<file path="src/rtl/datain_sink.sv">
// Flit sink: accepts flits into a show-ahead FIFO, counts accepts and drops, and ends the run after EXPECTED flits.
// Optional per-source sequence checker is enabled by defining SINK_SEQ_CHECK_EN.
`timescale 1ns/1ps

module datain_sink #(
    parameter int unsigned EXPECTED   = 30,
    parameter int unsigned FIFO_DEPTH = 32,
    parameter int unsigned NUM_SRC    = 16
) (
    input  logic        clk,
    input  logic        rst,
    input  logic [19:0] datain,
    input  logic        in_valid,
    output logic        in_ready,
    input  logic        rd_en,
    output logic [19:0] rd_data,
    output logic        rd_valid,
    output logic [15:0] rx_count,
    output logic [15:0] drop_count,
    output logic [15:0] seq_err_count,
    output logic        done
);

    localparam int unsigned FLIT_W  = 20;
    localparam int unsigned CNT_W   = 16;
    localparam int unsigned AW      = (FIFO_DEPTH > 1) ? $clog2(FIFO_DEPTH) : 1;
    localparam int unsigned OCC_W   = AW + 1;
    localparam logic [CNT_W-1:0] CNT_MAX = 16'hFFFF;

    typedef enum logic [1:0] {
        S_IDLE,
        S_RECV,
        S_DONE
    } state_t;

    state_t state;
    state_t state_nxt;

    logic [FLIT_W-1:0] mem [FIFO_DEPTH];
    logic [AW-1:0]     wr_ptr;
    logic [AW-1:0]     rd_ptr;
    logic [OCC_W-1:0]  occ;
    logic              full;
    logic              accept;
    logic              drop;
    logic              pop;
    logic              seq_err;

    assign full     = (occ == OCC_W'(FIFO_DEPTH));
    assign rd_valid = (occ != '0);
    assign rd_data  = mem[rd_ptr];
    // Readiness looks only at the current full flag; a same-cycle pop does not free a slot.
    assign in_ready = !rst && (state != S_DONE) && !full;
    assign accept   = in_valid && in_ready;
    assign drop     = in_valid && !in_ready;
    assign pop      = rd_en && rd_valid;
    assign done     = (state == S_DONE);

    // State register
    always_ff @(posedge clk or posedge rst) begin
        if (rst) begin
            state <= S_IDLE;
        end else begin
            state <= state_nxt;
        end
    end

    // Next-state logic
    always_comb begin
        state_nxt = state;
        case (state)
            S_IDLE: if (accept) state_nxt = S_RECV;
            S_RECV: if (rx_count >= CNT_W'(EXPECTED)) state_nxt = S_DONE;
            S_DONE: state_nxt = S_DONE;
            default: state_nxt = S_IDLE;
        endcase
    end

    // FIFO storage; contents are invalidated by the pointer reset
    always_ff @(posedge clk) begin
        if (accept) begin
            mem[wr_ptr] <= datain;
        end
    end

    // FIFO pointers and occupancy
    always_ff @(posedge clk or posedge rst) begin
        if (rst) begin
            wr_ptr <= '0;
            rd_ptr <= '0;
            occ    <= '0;
        end else begin
            if (accept) wr_ptr <= wr_ptr + AW'(1);
            if (pop)    rd_ptr <= rd_ptr + AW'(1);
            case ({accept, pop})
                2'b10:   occ <= occ + OCC_W'(1);
                2'b01:   occ <= occ - OCC_W'(1);
                default: occ <= occ;
            endcase
        end
    end

    // Saturating event counters
    always_ff @(posedge clk or posedge rst) begin
        if (rst) begin
            rx_count      <= '0;
            drop_count    <= '0;
            seq_err_count <= '0;
        end else begin
            if (accept && (rx_count != CNT_MAX))        rx_count      <= rx_count + 16'd1;
            if (drop && (drop_count != CNT_MAX))        drop_count    <= drop_count + 16'd1;
            if (seq_err && (seq_err_count != CNT_MAX))  seq_err_count <= seq_err_count + 16'd1;
        end
    end

`ifdef SINK_SEQ_CHECK_EN
    localparam int unsigned IDX_W = (NUM_SRC > 1) ? $clog2(NUM_SRC) : 1;

    logic [7:0]       seq_tbl [NUM_SRC];
    logic [7:0]       in_src;
    logic [7:0]       in_seq;
    logic [IDX_W-1:0] tbl_idx;
    logic             src_ok;
    logic             seq_hit;

    assign in_src  = datain[19:12];
    assign in_seq  = datain[11:4];
    assign tbl_idx = in_src[IDX_W-1:0];
    assign src_ok  = (32'(in_src) < NUM_SRC);
    assign seq_hit = src_ok && (seq_tbl[tbl_idx] == in_seq);
    assign seq_err = accept && !seq_hit;

    // Expected-sequence table; a mismatch resyncs to the observed seq + 1
    always_ff @(posedge clk or posedge rst) begin
        if (rst) begin
            for (int i = 0; i < int'(NUM_SRC); i++) begin
                seq_tbl[i] <= 8'h01;
            end
        end else if (accept && src_ok) begin
            seq_tbl[tbl_idx] <= in_seq + 8'd1;
        end
    end
`else
    assign seq_err = 1'b0;
`endif

endmodule

</file>
<file path="config.mk">
export PLATFORM = sky130hd
export DESIGN_NAME = datain_sink
export DESIGN_NICKNAME = d
export VERILOG_FILES = /design/src/rtl/datain_sink.sv
export SDC_FILE = /design/constraint.sdc
export NUM_CORES = 1
export LEC_CHECK = 0
export ABC_AREA = 0
export BUFFER_PORTS_ARGS = -buffer_cell sky130_fd_sc_hd__buf_2
export CAP_MARGIN = 10
export CORE_UTILIZATION = 66
export DETAILED_ROUTE_END_ITERATION = 12
export GPL_TIMING_DRIVEN = 1
export PLACE_DENSITY = 0.85
export SLEW_MARGIN = 0
export SYNTH_ARGS = -nofsm -noshare
export SYNTH_HDL_FRONTEND = slang
export SYNTH_SLANG_ARGS = --single-unit
</file>
<file path="constraint.sdc">
create_clock -name clk -period 4.4 [get_ports clk]
set_input_delay 0.22 -clock clk [delete_from_list [all_inputs] [get_ports clk]]
set_output_delay 0.22 -clock clk [all_outputs]
set_load 0.005 [all_outputs]
</file>
==> results.yml <==
cts:
  numCtsBuffers: 66
  cts_setup_buffers: 0
  cts.reportedPaths.clkPinSlew_ns: 0.06
  root_buffer: "clkbuf_16"
  clockBufferDepth: 3
  cts_sinks: 690
  htreeDepth: 3
  cts_resized: 0
  holdBufCountCts: 1
  cts_tree: "built"
  clkLatencyLatePin_ns: 0.60
detailed_routing:
  routedWlPerCell_um: 28.3
  totalWireLength_um: 61900
  drc: 0
  vias: 14600
  drtIter0Drc: 1696
  postRouteAntennaNets: 0
  avgViaCountPerCell: 6.68
  first_pass_iters: 6
critical_path:
  reg2reg_slack_ns: 1.06
  crit_type: "reg -> out"
  end_kind: "output pin"
  worstPathRequired_ns: 4.18
  start_kind: "flip-flop"
  cp_data_arrival_time_ns: 3.34
  cp_max_fo: 24
global_route:
  antenna_found_initial: 0
  grt_pass1_wl_um: 92000
  grt_pass1_vias: 14800
  overflow: 0
  grt_usage: 0.304
  grt_max_degree: 56
floorplan:
  fp.dieW_um: 205
  start_util: 0.669
  fp-row-count: 74
  die_h_um: 205
  core_area_um2: 40800
  die_area_um2: 42200
  ioPinCount: 95
timing:
  tightest_slew_ns: 1.17
  max_slew_margin: 0.223
  tns_ns: 0
  max_freq_mhz: 281
  setup_slack_ns: 0.836
  finalCritPeriodShare: 0.810
  setup_viol: 0
  hold_viol: 0
  fin_crit_ns: 3.56
  drv_slew: 0
  holdWs_ns: 0.0319
  rsz0062_at_grt: "false"
  skew_ns: 0.0271
place:
  dp_hpwl_um: 35000
  pre_cts_ws_ns: 1.19
  gp_congestion: 0.886
  dpl.cell_count: 2067
  io_buffers: 78
  dpl_cell_area_um2: 28500
yosys:
  synthTopCellsByArea: "edfxtp_1 70%, mux4_2 6.6%, mux2i_1 5.9%, dfrtp_1 4.6%, a22oi_1 1.6%"
  synth_area_um2: 27300
  syn_area_per_cell_um2: 18.3
  ys_warn_count: 0
  ys_seq_elements: 690
  ys_seq_area_frac: 0.750
  synth_cell_type_count: 50
  yosys.area.top_type_share: 0.704
  synth_edf_count: 640
  synth_area_leader_cell: "edfxtp_1"
  async_flop_share: 0.0725
  synth_ff_type: "edfxtp_1"
  synthesis.instances: 1491
cells_and_area:
  insertedDiodeCount: 0
  drive_above_1_share: 0.205
  final_nets: 1645
  stdcell_area_um2: 30500
  stdcell_count: 2188
  area_growth_pct: 11.7
  post-route-util: 0.747
outcome:
  outcome: "complete, no violations"
min_path:
  hold_path_class: "in -> reg"
power_and_ir_drop:
  powerDensity_nw_per_um2: 596
  power_mw: 18.2
  ir_drop_v: 0.000337
  p_leak_nw: 10.5
flow_run:
  max_cap_violations: 0
-- Yosys cell counts (all sizes together), types with 2 or more instances --
master	instances
edfxtp	640
mux2i	161
mux4	80
a22oi	60
dfrtp	50
nand2	49
clkbuf	48
nor2	48
buf	45
a21oi	43
nor2b	43
nand4	37
nand3	34
xnor2	29
a221oi	20
ha	16
inv	16
xor2	12
o21ai	10
and3	5
and4	5
nor4	5
or3b	4
mux2	3
nand3b	3
nor3	3
a211oi	2
a21o	2
and2	2
nand2b	2
nor4b	2
or3	2
-- power by group --
part	internal (mW)	total [mW]	leakage [nW]	switching [mW]
Combinational	2.11	4.96	3.11	2.85
Clock	3.04	5.38	0.988	2.34
Sequential	7.43	7.85	6.39	0.423
Total	12.6	18.2	10.5	5.61
-- path summary, 6_finish.rpt --
check	to	cells past startpoint	from
worst max-delay path	rd_data[19]	6	rd_ptr[0]$_DFFE_PP0P_
worst min-delay path	drop_count[12]$_DFFE_PP0P_	4	in_valid
worst max register to register	occ[5]$_DFFE_PP0P_	10	occ[0]$_DFFE_PP0P_
worst min register to register	drop_count[15]$_DFFE_PP0P_	1	drop_count[15]$_DFFE_PP0P_
max in group asynchronous	rd_ptr[0]$_DFFE_PP0P_	3	rst
min in group asynchronous	rx_count[7]$_DFFE_PP0P_	3	rst
-- cells in the final DEF (no fill, tap or decap), types with 10 or more instances in the layout --
cell type	netlist	final
clkbuf_16	0	67
ha_1	16	16
nor2_2	0	32
xor2_1	12	12
a22oi_1	60	60
mux2i_1	161	161
dfrtp_1	50	48
buf_2	22	78
nand4_1	37	37
nor2b_1	43	41
a221oi_1	20	20
nand2_1	49	49
clkbuf_1	48	21
nor2_1	48	15
a21oi_1	43	43
o21ai_0	10	10
inv_1	15	14
mux4_2	80	80
conb_1	1	16
clkinv_1	0	13
nand3_1	34	34
buf_4	17	39
edfxtp_1	640	640
xnor2_1	29	29
-- cell families after synthesis --
group                      Yosys count  synth area share
DFF                                690             0.750
and+or+nand+nor                    247            0.0483
buffers and inverters              109            0.0189
adders and majority gates           17           0.00807
muxes                              244             0.126
xor gates and xnor gates            41            0.0132
AOI/OAI and AO/OA                  142            0.0354
other                                1          0.000137
-- metal layers --
| layer | share of wire | vias to the layer above | track usage |
|---|---|---|---|
| met1 | 0.37 | 7440 | 0.401 |
| met5 | 0 | - | 0 |
| met3 | 0.098 | 148 | 0.0660 |
| li1 | - | 6133 | - |
| met4 | 0.031 | 0 | 0.112 |
| met2 | 0.50 | 904 | 0.503 |
-- registers in the layout (all words and copies together) (netlist names) --
register / cells
rd_ptr: 5
occ: 6
wr_ptr: 5
mem: 640
state: 2
drop_count: 16
rx_count: 16
-- worst max-delay path: stages (launching register included) --
cell and delay [ns]:
dfrtp_4 0.70, buf_4 0.50, mux4_2 0.57, nor2b_1 0.17, a21oi_1 0.43, nand4_1 0.20
buf_2 0.17
-- final cells by class --
class / instances / area [um2]
Clock buffer: 90 / 1780
Clock inverter: 30 / 253
Fill cell: 2182 / 10300
Inverter: 16 / 60.1
Multi-Input combinational cell: 707 / 6480
Sequential cell: 690 / 20500
Tap cell: 532 / 666
Timing Repair Buffer: 123 / 793
No activity file was read; power rests on OpenSTA's default activity.
